--- src/rtl/line_buf_ctrl.sv ---
// Sequencer for the two-FIFO line buffer feeding the 3x3 window matrix.
// Tracks frame geometry from vs/de, drives FIFO enables and flags windows.
module line_buf_ctrl #(
    parameter int IMG_WIDTH  = 1920,
    parameter int IMG_HEIGHT = 1080,
    parameter int PIPE_DLY   = 2
) (
    input  logic        video_clk,
    input  logic        rst_n,
    input  logic        i_vs,
    input  logic        i_de,
    output logic        o_fifo_rst,
    output logic        o_fifo1_wr_en,
    output logic        o_fifo2_wr_en,
    output logic        o_fifo_rd_en,
    output logic        o_win_valid,
    output logic [11:0] o_win_x,
    output logic [11:0] o_win_y,
    output logic        o_frame_done,
    output logic        o_frame_err
);

    localparam logic [11:0] X_LAST = 12'(IMG_WIDTH - 1);
    localparam logic [11:0] Y_LAST = 12'(IMG_HEIGHT - 1);

    typedef enum logic [1:0] {
        IDLE,
        FLUSH,
        ACTIVE,
        DONE
    } state_t;

    state_t      state;
    logic        vs_d;
    logic        rise;
    logic        flush_cnt;
    logic [11:0] x;
    logic [11:0] y;
    logic        active;
    logic        last_px;
    logic        accept;
    logic        hit;
    logic        err_now;

    logic        vld_p [PIPE_DLY];
    logic [11:0] x_p   [PIPE_DLY];
    logic [11:0] y_p   [PIPE_DLY];

    // Sampled through reset so a vs level held across reset is not taken as a new frame.
    always_ff @(posedge video_clk) begin
        vs_d <= i_vs;
    end

    assign rise    = i_vs & ~vs_d;
    assign active  = (state == ACTIVE);
    assign last_px = (x == X_LAST) && (y == Y_LAST);

    // A new vs drops the coincident pixel unless it is the frame's final pixel.
    assign accept  = active & i_de & (~rise | last_px);
    assign hit     = accept & (x >= 12'd2) & (y >= 12'd2);

    assign err_now = (active & rise & ~(i_de & last_px))
                   | (active & ~rise & ~i_de & (x != 12'd0))
                   | ((state == DONE) & i_de);

    assign o_fifo1_wr_en = accept & (y < Y_LAST);
    assign o_fifo_rd_en  = accept & (y != 12'd0);

    always_ff @(posedge video_clk) begin
        if (!rst_n) begin
            o_fifo2_wr_en <= 1'b0;
        end else begin
            o_fifo2_wr_en <= o_fifo_rd_en;
        end
    end

    always_ff @(posedge video_clk) begin
        if (!rst_n) begin
            state        <= IDLE;
            flush_cnt    <= 1'b0;
            x            <= 12'd0;
            y            <= 12'd0;
            o_fifo_rst   <= 1'b0;
            o_frame_done <= 1'b0;
            o_frame_err  <= 1'b0;
        end else begin
            o_frame_done <= accept & last_px;
            o_frame_err  <= err_now;
            case (state)
                IDLE: begin
                    if (rise) begin
                        state      <= FLUSH;
                        flush_cnt  <= 1'b0;
                        o_fifo_rst <= 1'b1;
                    end
                end
                FLUSH: begin
                    if (rise) begin
                        flush_cnt <= 1'b0;
                    end else if (flush_cnt) begin
                        state      <= ACTIVE;
                        o_fifo_rst <= 1'b0;
                        x          <= 12'd0;
                        y          <= 12'd0;
                    end else begin
                        flush_cnt <= 1'b1;
                    end
                end
                ACTIVE: begin
                    if (rise) begin
                        state      <= FLUSH;
                        flush_cnt  <= 1'b0;
                        o_fifo_rst <= 1'b1;
                        x          <= 12'd0;
                        y          <= 12'd0;
                    end else if (err_now) begin
                        state <= IDLE;
                        x     <= 12'd0;
                        y     <= 12'd0;
                    end else if (accept) begin
                        if (last_px) begin
                            state <= DONE;
                            x     <= 12'd0;
                            y     <= 12'd0;
                        end else if (x == X_LAST) begin
                            x <= 12'd0;
                            y <= y + 12'd1;
                        end else begin
                            x <= x + 12'd1;
                        end
                    end
                end
                DONE: begin
                    if (rise) begin
                        state      <= FLUSH;
                        flush_cnt  <= 1'b0;
                        o_fifo_rst <= 1'b1;
                    end else if (i_de) begin
                        state <= IDLE;
                    end
                end
                default: state <= IDLE;
            endcase
        end
    end

    // Window tag pipeline, flushed on any geometry error so a broken frame emits nothing more.
    always_ff @(posedge video_clk) begin
        if (!rst_n || err_now) begin
            for (int k = 0; k < PIPE_DLY; k++) begin
                vld_p[k] <= 1'b0;
                x_p[k]   <= 12'd0;
                y_p[k]   <= 12'd0;
            end
        end else begin
            vld_p[0] <= hit;
            x_p[0]   <= hit ? x - 12'd1 : 12'd0;
            y_p[0]   <= hit ? y - 12'd1 : 12'd0;
            for (int k = 1; k < PIPE_DLY; k++) begin
                vld_p[k] <= vld_p[k-1];
                x_p[k]   <= x_p[k-1];
                y_p[k]   <= y_p[k-1];
            end
        end
    end

    assign o_win_valid = vld_p[PIPE_DLY-1];
    assign o_win_x     = x_p[PIPE_DLY-1];
    assign o_win_y     = y_p[PIPE_DLY-1];

endmodule

--- config.mk ---
export PLATFORM = sky130hd
export DESIGN_NAME = line_buf_ctrl
export DESIGN_NICKNAME = d
export VERILOG_FILES = /design/src/rtl/line_buf_ctrl.sv
export SDC_FILE = /design/constraint.sdc
export NUM_CORES = 1
export LEC_CHECK = 0
export ABC_AREA = 1
export BUFFER_PORTS_ARGS = -buffer_cell sky130_fd_sc_hd__buf_4
export CORE_ASPECT_RATIO = 0.9
export CORE_UTILIZATION = 50
export CTS_BUF_LIST = sky130_fd_sc_hd__clkbuf_8 sky130_fd_sc_hd__clkbuf_16
export CTS_CLUSTER_SIZE = 25
export DETAILED_ROUTE_END_ITERATION = 12
export PLACE_DENSITY = 0.67
export SYNTH_ARGS = -nofsm -noshare
export SYNTH_HDL_FRONTEND = slang
export SYNTH_SLANG_ARGS = --single-unit
export TNS_END_PERCENT = 50
--- constraint.sdc ---
create_clock -name video_clk -period 2.4 [get_ports video_clk]
set_clock_uncertainty 0.05 [all_clocks]
set_input_delay 0.12 -clock video_clk [delete_from_list [all_inputs] [get_ports video_clk]]
set_output_delay 0.12 -clock video_clk [all_outputs]
set_load 0.02 [all_outputs]
; ---- Word-level counts from Yosys, hierarchy flattened
; Memories as Yosys holds them, arrays and structs flattened.
; Index checks and enable logic that the tools add are counted.
; W data, S select, Z words.
[totals]
mem_bits_rw = 50
word_cells = 114
mem_count = 3
output_inout_bits = 31
in_bits = 4
reg_bits = 32
[op_classes]
n_addsub = 4
bitwise_logic = 28
n_eq_ne = 13
magnitude_cmp = 3
n_reduce_logical = 12
mux = 42
[memory_table]
columns = name, depth, word_bits, rd, rd_clocked_by_memory_dff, wr, line
row1 = x_p, 2, 12, 2, 0, 2, 46  ; logic [11:0] x_p [PIPE_DLY];
row2 = y_p, 2, 12, 2, 0, 2, 47  ; logic [11:0] y_p [PIPE_DLY];
row3 = vld_p, 2, 1, 2, 0, 2, 45  ; logic vld_p [PIPE_DLY];
[ops]
columns = op, count
row1 = $mux W12, 18
row2 = $pmux W12 S2, 2
row3 = $add A12 B1 Y12 const B, 2
row4 = $eq A12 B11 Y1 const B, 2
row5 = $ge A12 B2 Y1 const B, 2
row6 = $reduce_bool A12 Y1, 2
row7 = $sub A12 B1 Y12 const B, 2
row8 = $mux W2, 9
row9 = $and A1 B1 Y1, 15
row10 = $lt A12 B11 Y1 const B, 1
row11 = $mux W1, 10
row12 = $or A1 B1 Y1, 9
row13 = $ne A4 B2 Y1 const B, 2
row14 = $pmux W2 S4, 1
row15 = $ne A2 B2 Y1 const B, 3
row16 = $reduce_and A6 Y1, 1
row17 = $ne A5 B2 Y1 const B, 1
row18 = $reduce_and A5 Y1, 1
row19 = $eq A2 B2 Y1 const B, 2
row20 = $not A1 Y1, 4
row21 = $pmux W1 S2, 2
row22 = $reduce_and A4 Y1, 1
row23 = $ne A3 B3 Y1 const B, 1
row24 = $reduce_and A3 Y1, 1
row25 = 8 further kinds, 8

; ---- Depth between registers and ports, before layout
; Gate-level depths: netlist of run 1.
[depth]
word_depth = 12
mapped_depth = 13
depth_no_buf = 12

; ---- Worst setup path after synthesis of run 1
; Ideal clock, no wire load.
[synth_timing]
path_type = flip-flop to output port
from = reg x[0]
to = out o_fifo1_wr_en
stages_incl_launch_ff = 10
path_slack_ps = 383
path_buffers = 0
arrival_time_ps = 1847
cell_sequence = dfxtp_1 ha_1 nand2_1 nor2_2 nand3_2 inv_2 nand2_4 nand2_4 nand2_1 nor4_1
[synth_via]
elab_chain_len = 5
[synth_rtl]
columns = element, line
row1 = start: declaration, 37  ; logic [11:0] x;
row2 = start signal: assignment, 129  ; x <= x + 12'd1;
row3 = $eq A12 B11 Y1, 56  ; assign last_px = (x == X_LAST) && (y == Y_LAST);
row4 = $logic_and A1 B1 Y1, 56
row5 = $or A1 B1 Y1, 59  ; assign accept = active & i_de & (~rise | last_px);
row6 = $and A1 B1 Y1, 59
row7 = $and A1 B1 Y1, 66  ; assign o_fifo1_wr_en = accept & (y < Y_LAST);
row8 = end: declaration, 13  ; output logic o_fifo1_wr_en,
; No other way between the ends.

; ---- Final worst setup path of run 1
; Same ends and word-level chain as after synthesis.

==> results of run 1 <==
[routing by layer]
| metal | GRT usage (%) | vias up | part of all wire (%) |
|---|---|---|---|
| met4 | 7.60 | 0 | 1.4 |
| met3 | 3.79 | 10 | 3.5 |
| met5 | 0 | - | 0 |
| met1 | 25.4 | 1360 | 53 |
| li1 | - | 1711 | - |
| met2 | 27.4 | 60 | 42 |
[logic make-up (layout without fill, tap and decap cells)]
family	Yosys count	count (layout)	synth area share, %
AO/OA/AOI/OAI	28	28	3.93
XOR/XNOR	25	25	5.25
adder cells (fa/ha/maj)	13	13	3.90
buffers and inverters	125	151	14.5
flip-flops	82	82	39.4
AND/OR/NAND/NOR	278	278	33.1
[registers in the layout (all words and copies together), names as in the netlist, 2 cells and up]
name	count
vld_p	2
x_p	24
y_p	24
x	12
state	2
y	12
[cell usage after synthesis (3+ instances only)]
master | instances | share of area [%]
ha_1 | 13 | 3.9
buf_4 | 26 | 4.7
nor3_2 | 25 | 6.0
nand2_1 | 85 | 7.7
inv_2 | 4 | 0.36
xnor2_1 | 4 | 0.84
buf_2 | 10 | 1.2
inv_1 | 80 | 7.2
nand3_1 | 26 | 3.1
dfxtp_1 | 82 | 39
a21oi_1 | 10 | 1.2
nor2_1 | 106 | 9.5
nand2_4 | 3 | 0.81
nand4_1 | 7 | 1.1
o21ai_0 | 12 | 1.4
nor2_2 | 3 | 0.45
xor2_1 | 21 | 4.4
buf_6 | 3 | 0.81
nor3_1 | 11 | 1.3
[area by class of cell]
class | instances | area (sq um)
tap | 99 | 124
sequential | 82 | 1640
clock buffer | 10 | 138
multi-input combinational | 344 | 1940
clock inverter | 6 | 71.3
inverter | 85 | 319
timing repair buffer | 50 | 390
fill | 793 | 3440
[per-stage QoR]
step / power, uW / setup WS, ns / cell area, sq um
2_1_floorplan: 2840 / 0.383 / 4170
3_3_place_gp: 3180 / 0.269 / 4370
3_5_place_dp: 3220 / 0.260 / 4370
4_1_cts: 4250 / 0.0195 / 4590
5_1_grt: 4550 / 0.00821 / 4630
6_report: 4230 / 0.118 / 4630
[tightest hold or removal path, stage by stage]
cell	delay, ns
buf_4	0.20
nand2_1	0.09
nor2_1	0.03
[cells in the final DEF (no fill, tap or decap), types with 2 or more instances in the layout]
master	Yosys	routed
a21oi_1	10	10
nand2_1	85	84
nor3_2	25	25
nand3_1	26	26
nand4_1	7	7
nand3b_1	2	2
buf_4	26	48
inv_6	0	2
ha_1	13	12
nor3_1	11	11
nand3_4	2	2
nand2_4	3	3
clkbuf_8	0	10
inv_1	80	80
clkinvlp_4	0	2
xnor2_1	4	4
inv_2	4	4
o21bai_1	2	2
xor2_1	21	21
dfxtp_1	82	81
nor2_2	3	3
nand2_2	1	2
o21ai_0	12	12
nor2_1	106	106
[timing repair]
action,in CTS,in global routing
endpoints found under the hold margin,1,0
hold buffers,1,0
resized for setup,0,5
buffers inserted,0,2
setup endpoints to repair,0,1
[how the worst max path moves through the flow]
stage,from,to,slack [ns],cells after the start
after global placement,state[0]$_SDFFE_PN0P_,y[11]$_SDFFE_PN0P_,0.27,13
final,x[0]$_SDFFE_PN0P_,o_fifo1_wr_en,0.12,10
after detailed placement,x[0]$_SDFFE_PN0P_,vld_p[0][1]$_SDFF_PP0_,0.26,10
after global routing,x[1]$_SDFFE_PN0P_,o_fifo1_wr_en,0.008,10
after CTS,y[0]$_SDFFE_PN0P_,o_fifo1_wr_en,0.02,10
after floorplan,x[0]$_SDFFE_PN0P_,o_fifo1_wr_en,0.38,9
[power groups by stage]
stage / logic [uW] / clock network [uW] / registers (uW)
after detailed placement: 1640 / 0 / 1580
after global routing: 1870 / 1120 / 1560
final: 1660 / 1030 / 1550
after global placement: 1610 / 0 / 1580
after CTS: 1650 / 1060 / 1550
after floorplan: 1270 / 0 / 1570
==> summary.txt, run 1 <==
Core Util, Final -> 57.4%
Worst R2R End -> y[11]$_SDFFE_PN0P_
period utilization -> 95.1%
Initial Util -> 51.7%
H-tree depth -> 3
routability cong. -> 0.897
Detailed Route Iter0 Violations -> 227
final cell count without fillers -> 676
Period minus WS final -> 2.28 ns
Worst Hold Depth -> 3
Synth Register Bits -> 82
CP peak stage delay -> 0.35 ns
Comb power frac -> 39.1%
switching power -> 1680 uW
TritonCTS Buffers -> 9
first-pass GRT wire length -> 12500 um
Avg Vias per Cell -> 4.65
clk slew on worst S/H paths -> 0.08 ns
clock root cell -> clkbuf_8
Final HPWL DP -> 5620 um
worst vdd ir -> 0.465 mV
Setup crit end kind -> output port
Hold WC Path Type -> primary input to register
CP Cell Sequence -> ha_2 > nand2_1 > nor2_2 > nand3_2 > inv_2 > nand2_4 > nand2_4 > nand2_2 > nor4_4 > buf_4
Post-synth EDFFs -> 0
initial antenna violation count -> 0
DR vias -> 3141
Syn Inst Count -> 551
hold slack -> 0.0867 ns
pwr dens -> 914 nW/um^2
max_cap viols -> 0
sequential share of the synthesized area -> 39.4%
worst r2r src -> state[0]$_SDFFE_PN0P_
largest net degree at the start of global routing -> 29
Syn-to-layout area delta -> 11.0%
Leak -> 0.00206 uW
Final Hold Fails -> 0
total track usage -> 18.1%
overflow left after global routing -> 0
WS Path Type -> register to output port
Worst-Skew Late Latency -> 0.35 ns
Die Area -> 8710 sq um
# port buffers -> 34
DP Cell Count -> 657
Rel. slew slack -> 68.2%
asr flop ratio synth -> 0%
Ports -> 35
Max Fanout on Critical Path -> 8
FMAX -> 438 MHz
Sequential Power Share -> 36.6%
status -> completed
Chip Height -> 88.6 um
Clk pwr share -> 24.3%
Net Sw Frac -> 39.8%
drt total wl -> 7490 um
core footprint -> 8070 sq um
Syn Nets -> 568
R2R depth -> 13
Post-DRT Antenna Nets -> 0
drc violations -> 0
Fin Setup TNS -> 0 ns
Slew @ Worst Pin -> 0.477 ns
post-synth cell types -> 35
share of layout cells above drive strength 1 -> 19.4%
Reg2Reg Setup Slack -> 0.23 ns
CTS tree -> done
Nets -> 589
Bufs and invs on worst path -> 2
final setup fails -> 0
Critical Path AT -> 2.11 ns
Worst path top cell family by delay -> simple AND/OR/NAND/NOR gates
RSZ-0062 raised after global routing -> no
Max Slew Vio Count -> 0
Synth warnings -> 0
syn_area_per_cell -> 7.57 sq um
worst hold start -> rst_n
1st-pass router iterations -> 6
Internal -> 2550 uW
vias in the first global route -> 2716
CP Launch Type -> register
Clock Tree Buf Depth -> 2
die width -> 98.3 um
most frequent cell on the critical path -> nand2_4
DR WL/cell -> 11.1 um
synthesized area -> 4170 sq um
WHS Endpoint -> y[7]$_SDFFE_PN0P_
Antenna Cells -> 0
Worst EP required -> 2.23 ns
Worst path slowest cell -> dfxtp_1
dominant synthesized flop cell -> dfxtp_1
Site Rows -> 31
clk sinks -> 82
Note: power is estimated with default switching activity, not from simulation.
==> inputs of run 2 (changes only) <==
--- a/config.mk
+++ b/config.mk
@@ -6,7 +6,7 @@
 export NUM_CORES = 1
 export LEC_CHECK = 0
 export ABC_AREA = 1
-export BUFFER_PORTS_ARGS = -buffer_cell sky130_fd_sc_hd__buf_4
+export BUFFER_PORTS_ARGS = -buffer_cell sky130_fd_sc_hd__clkbuf_2
 export CORE_ASPECT_RATIO = 0.9
 export CORE_UTILIZATION = 50
 export CTS_BUF_LIST = sky130_fd_sc_hd__clkbuf_8 sky130_fd_sc_hd__clkbuf_16
==> summary.txt, run 2 (synthesis results as in run 1) <==
1st-pass router iterations -> 9
die width -> 98.3 um
Crit path depth -> 10
CP peak stage delay -> 0.37 ns
vias in the first global route -> 2822
Max Fanout on Critical Path -> 8
total track usage -> 18.5%
clk slew on worst S/H paths -> 0.09 ns
drc violations -> 0
Setup Fix Bufs, Post-CTS -> 0
CTS tree -> done
Worst-Skew Late Latency -> 0.35 ns
uppermost layer routed -> met4
share of layout cells above drive strength 1 -> 19.3%
Die Area -> 8710 sq um
status -> completed
largest net degree at the start of global routing -> 29
Antenna Cells -> 0
Final Hold Fails -> 0
metal2 WL -> 3250 um
DR WL/cell -> 11.1 um
Bufs and invs on worst path -> 2
H-tree depth -> 3
final setup fails -> 0
Detailed Route Iter0 Violations -> 219
Setup crit end kind -> output port
Avg Vias per Cell -> 4.73
Core Util, Final -> 56.3%
drt total wl -> 7480 um
TritonCTS Buffers -> 9
Initial Util -> 51.7%
clk sinks -> 82
overflow left after global routing -> 0
CP Cell Sequence -> ha_1 > nand2_1 > inv_1 > nand2_1 > nor2_2 > nand2_4 > nand2_4 > nand2_2 > nor4_2 > buf_4
Largest regs -> x_p (24), y_p (24)
Syn-to-layout area delta -> 9.03%
worst vdd ir -> 0.403 mV
routability cong. -> 0.870
Leak -> 0.00204 uW
Rel. slew slack -> 68.6%
WS Path Type -> register to output port
met1 WL -> 3820 um
Final Instance Area -> 4550 sq um
Worst path top cell family by delay -> simple AND/OR/NAND/NOR gates
core footprint -> 8070 sq um
Critical Path AT -> 2.09 ns
Hold WC Path Type -> primary input to register
R2R depth -> 13
Worst Hold Depth -> 4
Clock Tree Buf Depth -> 2
Placed Area -> 4310 sq um
Reg2Reg Setup Slack -> 0.24 ns
Worst EP required -> 2.23 ns
Filler cells -> 768
clock root cell -> clkbuf_8
Max Slew Vio Count -> 0
Post-DRT Antenna Nets -> 0
Period minus WS final -> 2.26 ns
most frequent cells in the layout -> nor2_1, nand2_1, dfxtp_1
Chip Height -> 88.6 um
wire length on met3 -> 335 um
first-pass GRT wire length -> 12800 um
initial antenna violation count -> 0
DR vias -> 3193
commonest non-fill, non-tap cell in the layout -> nor2_1
Worst path slowest cell -> dfxtp_2
RSZ-0062 raised after global routing -> no
hold slack -> 0.240 ns
Slew @ Worst Pin -> 0.471 ns
Fin Setup TNS -> 0 ns
# port buffers -> 34
max_cap viols -> 0
Final HPWL DP -> 5570 um
Nets -> 588
period utilization -> 94.1%
Site Rows -> 31
pwr dens -> 934 nW/um^2
CP Launch Type -> register
FMAX -> 443 MHz
Ports -> 35
==> run 2: worst register-to-register path, cell delays in order (launching register included) <==
cell and delay [ns]:
dfxtp_1 0.36, inv_1 0.12, ha_1 0.25, nand2_1 0.10, nor2_1 0.27, nand3b_1 0.19, nand2_1 0.11, inv_1 0.05
nand2_1 0.19, buf_12 0.19, inv_2 0.04, nand2_1 0.05, nand2_1 0.04, nor2_1 0.08
==> run 2: metrics by stage <==
stage | cells | total power (uW) | setup WS [ns]
after floorplan | 551 | 2840 | 0.383
after global placement | 658 | 3190 | 0.258
after detailed placement | 658 | 3230 | 0.247
after CTS | 675 | 4280 | 0.0615
after global routing | 675 | 4560 | 0.0216
final | 675 | 4250 | 0.141
==> run 2: layout make-up <==
class	instances	area (sq um)	share of cell area [%]
clock buffers	10	138	3.03
clock inverters	6	73.8	1.62
inverters	85	319	7.02
multi-input cells	344	1940	42.6
flip-flops and latches	82	1640	36.1
well taps	99	124	2.73
repair buffers	49	313	6.88
==> run 2: path summary, 6_finish.rpt <==
kind / end / start
worst max register to register: y[11]$_SDFFE_PN0P_ / state[0]$_SDFFE_PN0P_
worst max-delay path: o_fifo1_wr_en / y[0]$_SDFFE_PN0P_
worst min-delay path: state[0]$_SDFFE_PN0P_ / rst_n
worst min register to register: x_p[0][18]$_SDFF_PP0_ / x_p[0][6]$_SDFF_PP0_
==> run 2: repair_timing <==
| item | in CTS | in global routing |
|---|---|---|
| pin swaps | 0 | 1 |
| endpoints found under the setup margin | 1 | 1 |
| resized for setup | 1 | 5 |
| hold buffers | 1 | 0 |
| endpoints found under the hold margin | 1 | 0 |
==> run 2: per-layer routing <==
layer | global-route usage (%) | vias to the layer above
met5 | 0 | -
met4 | 5.02 | 0
met3 | 4.74 | 6
met2 | 29.9 | 79
met1 | 24.7 | 1393
li1 | - | 1715
==> run 2: power breakdown <==
part	switching [uW]	total, uW	internal, uW
logic	1070	1670	596
clock network	520	1040	522
registers	89.5	1540	1450
